## src/rtl/fetch_stage.sv

```systemverilog
// Instruction fetch stage with a request/response memory port, one request
// in flight at most, and a small in-order queue feeding decode.
// Redirects flush the queue. Any response still in flight is dropped.
module fetch_stage #(
    parameter logic [31:0] RESET_ADDR = 32'h0000_0000,
    parameter int          DEPTH      = 2
) (
    input  logic        i_clk,
    input  logic        i_rst,
    output logic        o_mem_req,
    output logic [31:0] o_mem_addr,
    input  logic        i_mem_ready,
    input  logic        i_mem_valid,
    input  logic [31:0] i_mem_rdata,
    input  logic        i_redirect,
    input  logic [31:0] i_redirect_pc,
    output logic        o_inst_valid,
    output logic [31:0] o_inst,
    output logic [31:0] o_inst_pc,
    output logic        o_inst_trap,
    input  logic        i_inst_ready
);
    localparam int AW = (DEPTH > 1) ? $clog2(DEPTH) : 1;
    localparam int CW = AW + 1;

    typedef struct packed {
        logic [31:0] word;
        logic [31:0] pc;
        logic        trap;
    } entry_t;

    entry_t          q [DEPTH];
    logic [AW-1:0]   head, tail;
    logic [CW-1:0]   count;
    logic [31:0]     pc, req_pc;
    logic            outstanding, discard, trap_stall;

    logic            pop, rsp, push, accept, misaligned;
    logic [CW:0]     occ;

    assign o_inst_valid = (count != '0);
    assign pop          = o_inst_valid && i_inst_ready;
    // Any response while a request is outstanding retires it, kept or not.
    assign rsp          = i_mem_valid && outstanding;
    assign push         = rsp && !discard;
    assign misaligned   = |i_redirect_pc[1:0];

    // Queue entries plus the in-flight word after this cycle's pop; a push
    // retires the in-flight slot, so it does not change this sum.
    assign occ = {1'b0, count} - (CW+1)'(pop) + (CW+1)'(outstanding);

    // Request when there is room for the returning word and nothing blocks.
    always_comb begin
        o_mem_req = !i_rst && !trap_stall && !discard && !i_redirect &&
                    (!outstanding || push) && (occ < (CW+1)'(DEPTH));
    end

    assign accept     = o_mem_req && i_mem_ready;
    // A trap redirect may leave the PC misaligned, but no fetch issues then.
    assign o_mem_addr = {pc[31:2], 2'b00};

    // Head view is zeroed when the queue is empty.
    always_comb begin
        o_inst      = '0;
        o_inst_pc   = '0;
        o_inst_trap = 1'b0;
        if (o_inst_valid) begin
            o_inst      = q[head].word;
            o_inst_pc   = q[head].pc;
            o_inst_trap = q[head].trap;
        end
    end

    // Queue storage. A misaligned redirect places the trap entry at slot 0.
    always_ff @(posedge i_clk) begin
        if (i_redirect) begin
            if (misaligned)
                q[0] <= '{word: 32'h0, pc: i_redirect_pc, trap: 1'b1};
        end else if (push) begin
            q[tail] <= '{word: i_mem_rdata, pc: req_pc, trap: 1'b0};
        end
    end

    // PC, handshake flags and queue pointers. A redirect takes priority.
    always_ff @(posedge i_clk or posedge i_rst) begin
        if (i_rst) begin
            pc          <= RESET_ADDR;
            req_pc      <= '0;
            outstanding <= 1'b0;
            discard     <= 1'b0;
            trap_stall  <= 1'b0;
            head        <= '0;
            tail        <= '0;
            count       <= '0;
        end else if (i_redirect) begin
            pc          <= i_redirect_pc;
            trap_stall  <= misaligned;
            head        <= '0;
            tail        <= AW'(misaligned);
            count       <= CW'(misaligned);
            // A response in this cycle is the one we would have discarded.
            outstanding <= outstanding && !i_mem_valid;
            discard     <= outstanding && !i_mem_valid;
        end else begin
            if (accept) begin
                pc          <= pc + 32'd4;
                req_pc      <= pc;
                outstanding <= 1'b1;
            end else if (rsp) begin
                outstanding <= 1'b0;
            end
            if (rsp)
                discard <= 1'b0;
            if (push)
                tail <= tail + AW'(1);
            if (pop)
                head <= head + AW'(1);
            count <= count + CW'(push) - CW'(pop);
        end
    end
endmodule

```

## config.mk

```make
export PLATFORM = sky130hd
export DESIGN_NAME = fetch_stage
export DESIGN_NICKNAME = d
export VERILOG_FILES = /design/src/rtl/fetch_stage.sv
export SDC_FILE = /design/constraint.sdc
export NUM_CORES = 1
export LEC_CHECK = 0
export CAP_MARGIN = 10
export CORE_MARGIN = 3
export CORE_UTILIZATION = 49
export CTS_CLUSTER_DIAMETER = 150
export DETAILED_ROUTE_END_ITERATION = 16
export PLACE_DENSITY = 0.86
export SLEW_MARGIN = 40
export SYNTH_ARGS = -nofsm -noshare
export SYNTH_HDL_FRONTEND = slang
export SYNTH_SLANG_ARGS = --single-unit
```

## constraint.sdc

```tcl
create_clock -name i_clk -period 9.9 [get_ports i_clk]
set_input_delay 1.98 -clock i_clk [delete_from_list [all_inputs] [get_ports i_clk]]
set_output_delay 1.98 -clock i_clk [all_outputs]
set_load 0.01 [all_outputs]
```

==> results of run 1 <==
-- worst max path at each step --
stage                         to  cells past startpoint  slack [ps]
2_1_floorplan  q[0][0]$_DFFE_PP_                      3        2160
3_3_place_gp           o_mem_req                      7        3760
3_5_place_dp           o_mem_req                      7        3740
4_1_cts                o_mem_req                      7        3730
5_1_grt                o_mem_req                      7        3610
6_report               o_mem_req                      7        3730
-- area by class of cell --
| type | count | area share, % |
|---|---|---|
| repair buffers | 177 | 15.2 |
| multi-input cells | 495 | 27.0 |
| inverters | 17 | 0.549 |
| well taps | 229 | 2.46 |
| clock inverters | 8 | 0.603 |
| clock buffers | 29 | 5.22 |
| flip-flops and latches | 201 | 48.9 |
-- metal layers --
| layer | GRT usage (%) | wire length (um) |
|---|---|---|
| met5 | 0 | 0 |
| met4 | 7.53 | 670 |
| met3 | 3.46 | 1640 |
| met2 | 34.0 | 10400 |
| met1 | 28.3 | 9250 |
-- worst max-delay path: cells and delay by family --
family | cells | cell delay [ps]
compound gates | 1 | 340
xor+xnor | 2 | 340
fa+ha+maj | 1 | 380
buf+inv | 2 | 1070
simple gates | 1 | 80
-- per-stage QoR --
| step | setup WS (ps) | area [um2] | hold slack, ps | utilization, % | power (mW) |
|---|---|---|---|---|---|
| CTS | 3730 | 11600 | 469 | 63.4 | 2.40 |
| global route | 3610 | 11600 | 495 | 63.4 | 2.49 |
| detailed placement | 3740 | 10900 | 455 | 59.7 | 1.63 |
| finish | 3730 | 11600 | 472 | 63.4 | 2.38 |
| global placement | 3760 | 10900 | 444 | 59.4 | 1.61 |
| floorplan | 2160 | 9310 | 435 | - | 1.36 |
-- cells by family (layout without fill, tap and decap cells) --
group / Yosys count / count (layout) / synth area share [%]
fa+ha+maj: 4 / 4 / 0.618
buf+inv: 94 / 231 / 5.65
compound gates: 80 / 80 / 6.22
simple gates: 311 / 311 / 15.6
xor+xnor: 6 / 6 / 0.565
other cells: 1 / 2 / 0.0403
mux: 92 / 92 / 10.2
flops: 201 / 201 / 61.0
-- state kept, by name, indices dropped and copies added, names as in the netlist --
signal       count
tail             1
count            2
outstanding      1
discard          1
q              130
pc              32
trap_stall       1
req_pc          32
head             1
-- synthesized netlist by cell type (all sizes together) (2+ instances only) --
library cell,instances
or4,5
or3,4
nor4,6
o211ai,9
a31oi,2
and4,4
edfxtp,130
a211o,2
inv,16
a21o,3
a21oi,13
mux2,26
clkbuf,23
nand3,17
and2,37
o31a,3
xnor2,3
nand2,131
nand4,12
o21ai,19
a22oi,5
or2,2
nor2,82
nor3,7
a221o,7
o311ai,7
mux2i,66
dfrtp,71
buf,54
o21bai,5
ha,3
xor2,3
-- power breakdown --
part           internal [mW]  switching (mW)
Clock                  0.454           0.311
Sequential             0.984          0.0806
Combinational          0.283           0.269
==> results.py, run 1 <==
metrics = {
    "status": {
        "status": "finished, final reports clean",
    },
    "clocking": {
        "cts_sinks": 201,
        "postCtsResizedCells": 0,
        "post_cts_buffers": 0,
        "cts.clk_slew.worst_paths_ps": 60,
        "cts_max_path_buffers": 3,
        "clk-insertion-delay-late_ps": 480,
        "cts_root_buf": "clkbuf_16",
        "cts_hold_buf": 0,
        "cts_made_buffers": 21,
        "cts.htree.levels": 1,
        "cts_tree": "yes",
    },
    "synth": {
        "synth_edf_count": 130,
        "ys_seq_area_share_pct": 61.0,
        "synthTopCellsByArea": "edfxtp_1, dfrtp_1, mux2i_1, nand2_1, nor2_1",
        "syn_area_per_cell_um2": 11.8,
        "yosysUniqueCellTypes": 56,
        "ys_seq_elements": 201,
        "netlist_instances": 789,
        "yosysTopAreaCell": "edfxtp_1",
        "async_flop_share_pct": 35.3,
        "netlist_area_mm2": 0.00931,
        "synthFlopType": "edfxtp_1",
        "synth_top_area_share_pct": 41.9,
        "ys_warn_count": 0,
    },
    "timing": {
        "tightestPinTransition_ps": 777,
        "fmaxAchievable_mhz": 162,
        "period_minus_slack_ps": 6170,
        "finalCritPeriodShare_pct": 62.3,
        "fin_tns_setup_ps": 0,
        "slew_headroom_pct": 48.2,
        "rsz0062_at_grt": "false",
        "finalMaxSlewViolations": 0,
        "fin_worst_skew_ps": 7.15,
        "hold_viol": 0,
        "finalSetupViolations": 0,
    },
    "global_route": {
        "grt_usage_pct": 20.8,
        "grt_pass1_wl_mm": 34.0,
        "grt_max_degree": 72,
        "grt-ovfl-total": 0,
        "grt_pass1_vias": 6511,
        "grt_antenna_before_repair": 0,
    },
    "critical_path": {
        "ff2ff_path_depth": 11,
        "r2r_start": "count[1]$_DFF_PP0_",
        "slowest_stage": "clkdlybuf4s50_1",
        "path_common_cell": "clkdlybuf4s50_1",
        "crit_fanout": 7,
        "endpoint_kind": "primary output",
        "slowest_delay_ps": 570,
        "cp-startpoint": "i_inst_ready",
        "crit_type": "input pin to primary output",
        "reg2reg_to": "pc[15]$_DFFE_PP0P_",
        "cp.required_ps": 7920,
        "path_cells": "clkdlybuf4s50_1, xor2_1, nand2_1, fa_1, xnor2_1, o2111a_4, clkdlybuf4s50_1",
        "cp.arrival_ps": 4190,
        "timing.critical_path.from_type": "input pin",
        "regToRegSetupSlack_ps": 6850,
    },
    "place": {
        "hpwlAfterDp_mm": 14.0,
        "port_buffers": 166,
        "finalWeightedCongestion": 0.850,
        "dpl.cell_count": 1119,
    },
    "floorplan": {
        "dieWidth_um": 144,
        "io_pins": 169,
        "fp-row-count": 49,
        "core_mm2": 0.0183,
        "die_area_mm2": 0.0207,
        "die_h_um": 144,
        "start_util_pct": 50.8,
    },
    "pwr": {
        "total_leakage_power_nw": 4.53,
        "power.density_mw_per_mm2": 205,
        "peakVddDrop_v": 0.000112,
    },
    "drt": {
        "final_antenna_net_count": 0,
        "wirelength_mm": 21.9,
        "first_pass_iters": 6,
        "drt-initial-drc-count": 551,
        "num_vias": 6563,
        "vias_per_cell": 5.68,
        "drc_errors": 0,
        "wire_per_inst_um": 19.0,
    },
    "cells_and_area": {
        "final_common_cell": "clkdlybuf4s50_1",
        "nFillCells": 1376,
        "multi_input_area_mm2": 0.00314,
        "antenna_cells": 0,
        "fin_cells": 1156,
        "num-nets-final": 987,
        "area_growth_syn_to_layout_pct": 24.9,
        "register_area_mm2": 0.00568,
        "drive_gt1_share_pct": 9.49,
        "final_cell_mix": "clkdlybuf4s50_1, nand2_1, edfxtp_1",
    },
    "worst_hold_path": {
        "whs_path_depth": 2,
        "min_path_type": "register to register",
        "hp-start": "pc[1]$_DFFE_PP0P_",
        "min_to": "req_pc[1]$_DFFE_PP0P_",
    },
    "run": {
        "cap_violations": 0,
    },
}
No activity file was read; power rests on OpenSTA's default activity.
==> run 2, diff against run 1 <==
- clock period: 9.9 -> 6.07 ns (I/O delays scaled with it)
==> run 2 against run 1 <==
Against the previous run: count of clock-buffer cells in the layout decreased by 1; clock skew is 9.5 ps higher; flip-flop and latch count did not move; die area did not move; critical endpoint unchanged; largest power group unchanged; hold slack got worse by 5.0 ps; register-to-register slack lost 3800 ps; power rose by 61%; clock power is 58% higher.
==> results.py, run 2 (same netlist as run 1, synthesis figures left out) <==
metrics = {
    "timing": {
        "hold_viol": 0,
        "fmaxAchievable_mhz": 212,
        "fin_worst_skew_ps": 16.7,
        "rsz0062_at_grt": "false",
        "finalCritPeriodShare_pct": 77.6,
        "finalMaxSlewViolations": 0,
        "tightestPinTransition_ps": 733,
        "period_minus_slack_ps": 4710,
        "slew_headroom_pct": 51.1,
        "finalSetupViolations": 0,
        "fin_tns_setup_ps": 0,
    },
    "clocking": {
        "postCtsResizedCells": 0,
        "cts_max_path_buffers": 3,
        "cts_tree": "yes",
        "cts_hold_buf": 0,
        "cts_root_buf": "clkbuf_16",
        "cts.clk_slew.worst_paths_ps": 60,
        "clk-insertion-delay-late_ps": 500,
        "cts.htree.levels": 1,
        "cts_sinks": 201,
        "post_cts_buffers": 0,
        "cts_made_buffers": 22,
    },
    "drt": {
        "vias_per_cell": 5.54,
        "drt-initial-drc-count": 463,
        "drc_errors": 0,
        "wire_per_inst_um": 18.7,
        "wirelength_mm": 21.6,
        "first_pass_iters": 5,
        "final_antenna_net_count": 0,
        "num_vias": 6421,
    },
    "floorplan": {
        "die_h_um": 144,
        "die_area_mm2": 0.0207,
        "io_pins": 169,
        "fp-row-count": 49,
        "start_util_pct": 50.8,
        "dieWidth_um": 144,
        "core_mm2": 0.0183,
    },
    "place": {
        "finalWeightedCongestion": 0.853,
        "port_buffers": 166,
        "dpl.cell_count": 1118,
        "hpwlAfterDp_mm": 14.1,
        "placement.cell_area_mm2": 0.0109,
    },
    "cells_and_area": {
        "top_register": "q",
        "reg.largest.list": "q x130, pc x32, req_pc x32",
        "nFillCells": 1402,
        "postLayoutCellArea_mm2": 0.0116,
        "num-nets-final": 987,
        "largest_reg_flops": 130,
        "final_common_cell": "clkdlybuf4s50_1",
        "final_cell_mix": "clkdlybuf4s50_1, nand2_1, edfxtp_1",
        "antenna_cells": 0,
        "drive_gt1_share_pct": 9.47,
        "fin_cells": 1158,
        "area_growth_syn_to_layout_pct": 24.4,
    },
    "critical_path": {
        "path_cells": "clkdlybuf4s50_1, xor2_1, nand2_1, fa_1, xnor2_1, o2111a_4, clkdlybuf4s50_1",
        "crit_fanout": 7,
        "worst-path-buf-inv": 2,
        "critical_path.top_delay_family": "buffers and inverters",
        "endpoint_kind": "primary output",
        "slowest_stage": "clkdlybuf4s50_1",
        "crit_type": "input pin to primary output",
        "cp.required_ps": 4860,
        "timing.critical_path.from_type": "input pin",
        "cp.arrival_ps": 3490,
        "path_common_cell": "clkdlybuf4s50_1",
        "slowest_delay_ps": 580,
    },
    "global_route": {
        "grt_pass1_wl_mm": 33.5,
        "grt_antenna_before_repair": 0,
        "grt-ovfl-total": 0,
        "grt_pass1_vias": 6200,
        "grt_usage_pct": 20.5,
        "grt_max_degree": 71,
    },
    "worst_hold_path": {
        "min_path_type": "register to register",
    },
    "pwr": {
        "peakVddDrop_v": 0.000236,
        "switching_power_mw": 1.06,
        "clock_power_share_pct": 31.6,
        "p_seq_share_pct": 45.4,
        "power.density_mw_per_mm2": 331,
        "total_leakage_power_nw": 4.53,
        "combPwrFrac_pct": 23.0,
        "intPower_mw": 2.77,
        "swShare_pct": 27.7,
    },
    "status": {
        "status": "finished, final reports clean",
    },
    "run": {
        "cap_violations": 0,
    },
}
-- run 2: changes by cell type in the layout (fill, tap and decap cells not counted), moves of 2 or more --
cell / change
clkinv_2: +6
buf_6: -2
buf_4: +2
clkinvlp_4: -3
clkbuf_8: -2
clkinv_1: +3
-- run 2: per-layer routing --
layer  global-route usage [%]  share of wire (%)
met1                     28.1                 42
met2                     34.3                 49
met3                     4.46                8.1
met4                     3.67                1.3
met5                        0                  0
-- run 2: worst paths after layout --
kind / startpoint / end / slack (ps) / cells after the start
max in group asynchronous: i_rst / pc[30]$_DFFE_PP0P_ / 3910 / 3
worst max-delay path: i_inst_ready / o_mem_req / 1360 / 7
min in group asynchronous: i_rst / tail$_DFFE_PP0P_ / 1230 / 2
worst min register to register: pc[0]$_DFFE_PP0P_ / req_pc[0]$_DFFE_PP0P_ / 470 / 2
worst max register to register: count[1]$_DFF_PP0_ / pc[6]$_DFFE_PP0P_ / 3040 / 11
worst min-delay path: pc[0]$_DFFE_PP0P_ / req_pc[0]$_DFFE_PP0P_ / 470 / 2
-- run 2: through the flow --
| step | utilization [%] | total power, mW | setup slack (ps) | hold slack (ps) |
|---|---|---|---|---|
| after global placement | 59.4 | 2.62 | 1450 | 441 |
| after CTS | 63.2 | 3.86 | 1370 | 471 |
| after global routing | 63.2 | 4.02 | 1250 | 489 |
| after floorplan | - | 2.22 | 1130 | 435 |
| final | 63.2 | 3.83 | 1360 | 467 |
| after detailed placement | 59.6 | 2.65 | 1390 | 456 |
-- run 2: layout make-up --
cell class,count,area [um2],area share (%)
well taps,229,287,2.47
repair buffers,176,1740,15.1
inverters,17,65.1,0.562
multi-input cells,495,3140,27.1
clock buffers,28,604,5.22
flip-flops and latches,201,5680,49.1
clock inverters,12,53.8,0.465
-- run 2: tightest hold or removal path: stages, from the launching register on --
cell and delay [ps]:
dfrtp_1 340, nand2_1 50, nand2_1 50
-- run 2: power groups by stage --
| stage | clock [mW] | sequential [mW] | combinational (mW) |
|---|---|---|---|
| after detailed placement | 0 | 1.76 | 0.887 |
| after CTS | 1.23 | 1.74 | 0.894 |
| after floorplan | 0 | 1.70 | 0.522 |
| after global placement | 0 | 1.75 | 0.870 |
| after global routing | 1.29 | 1.76 | 0.962 |
| final | 1.21 | 1.74 | 0.882 |
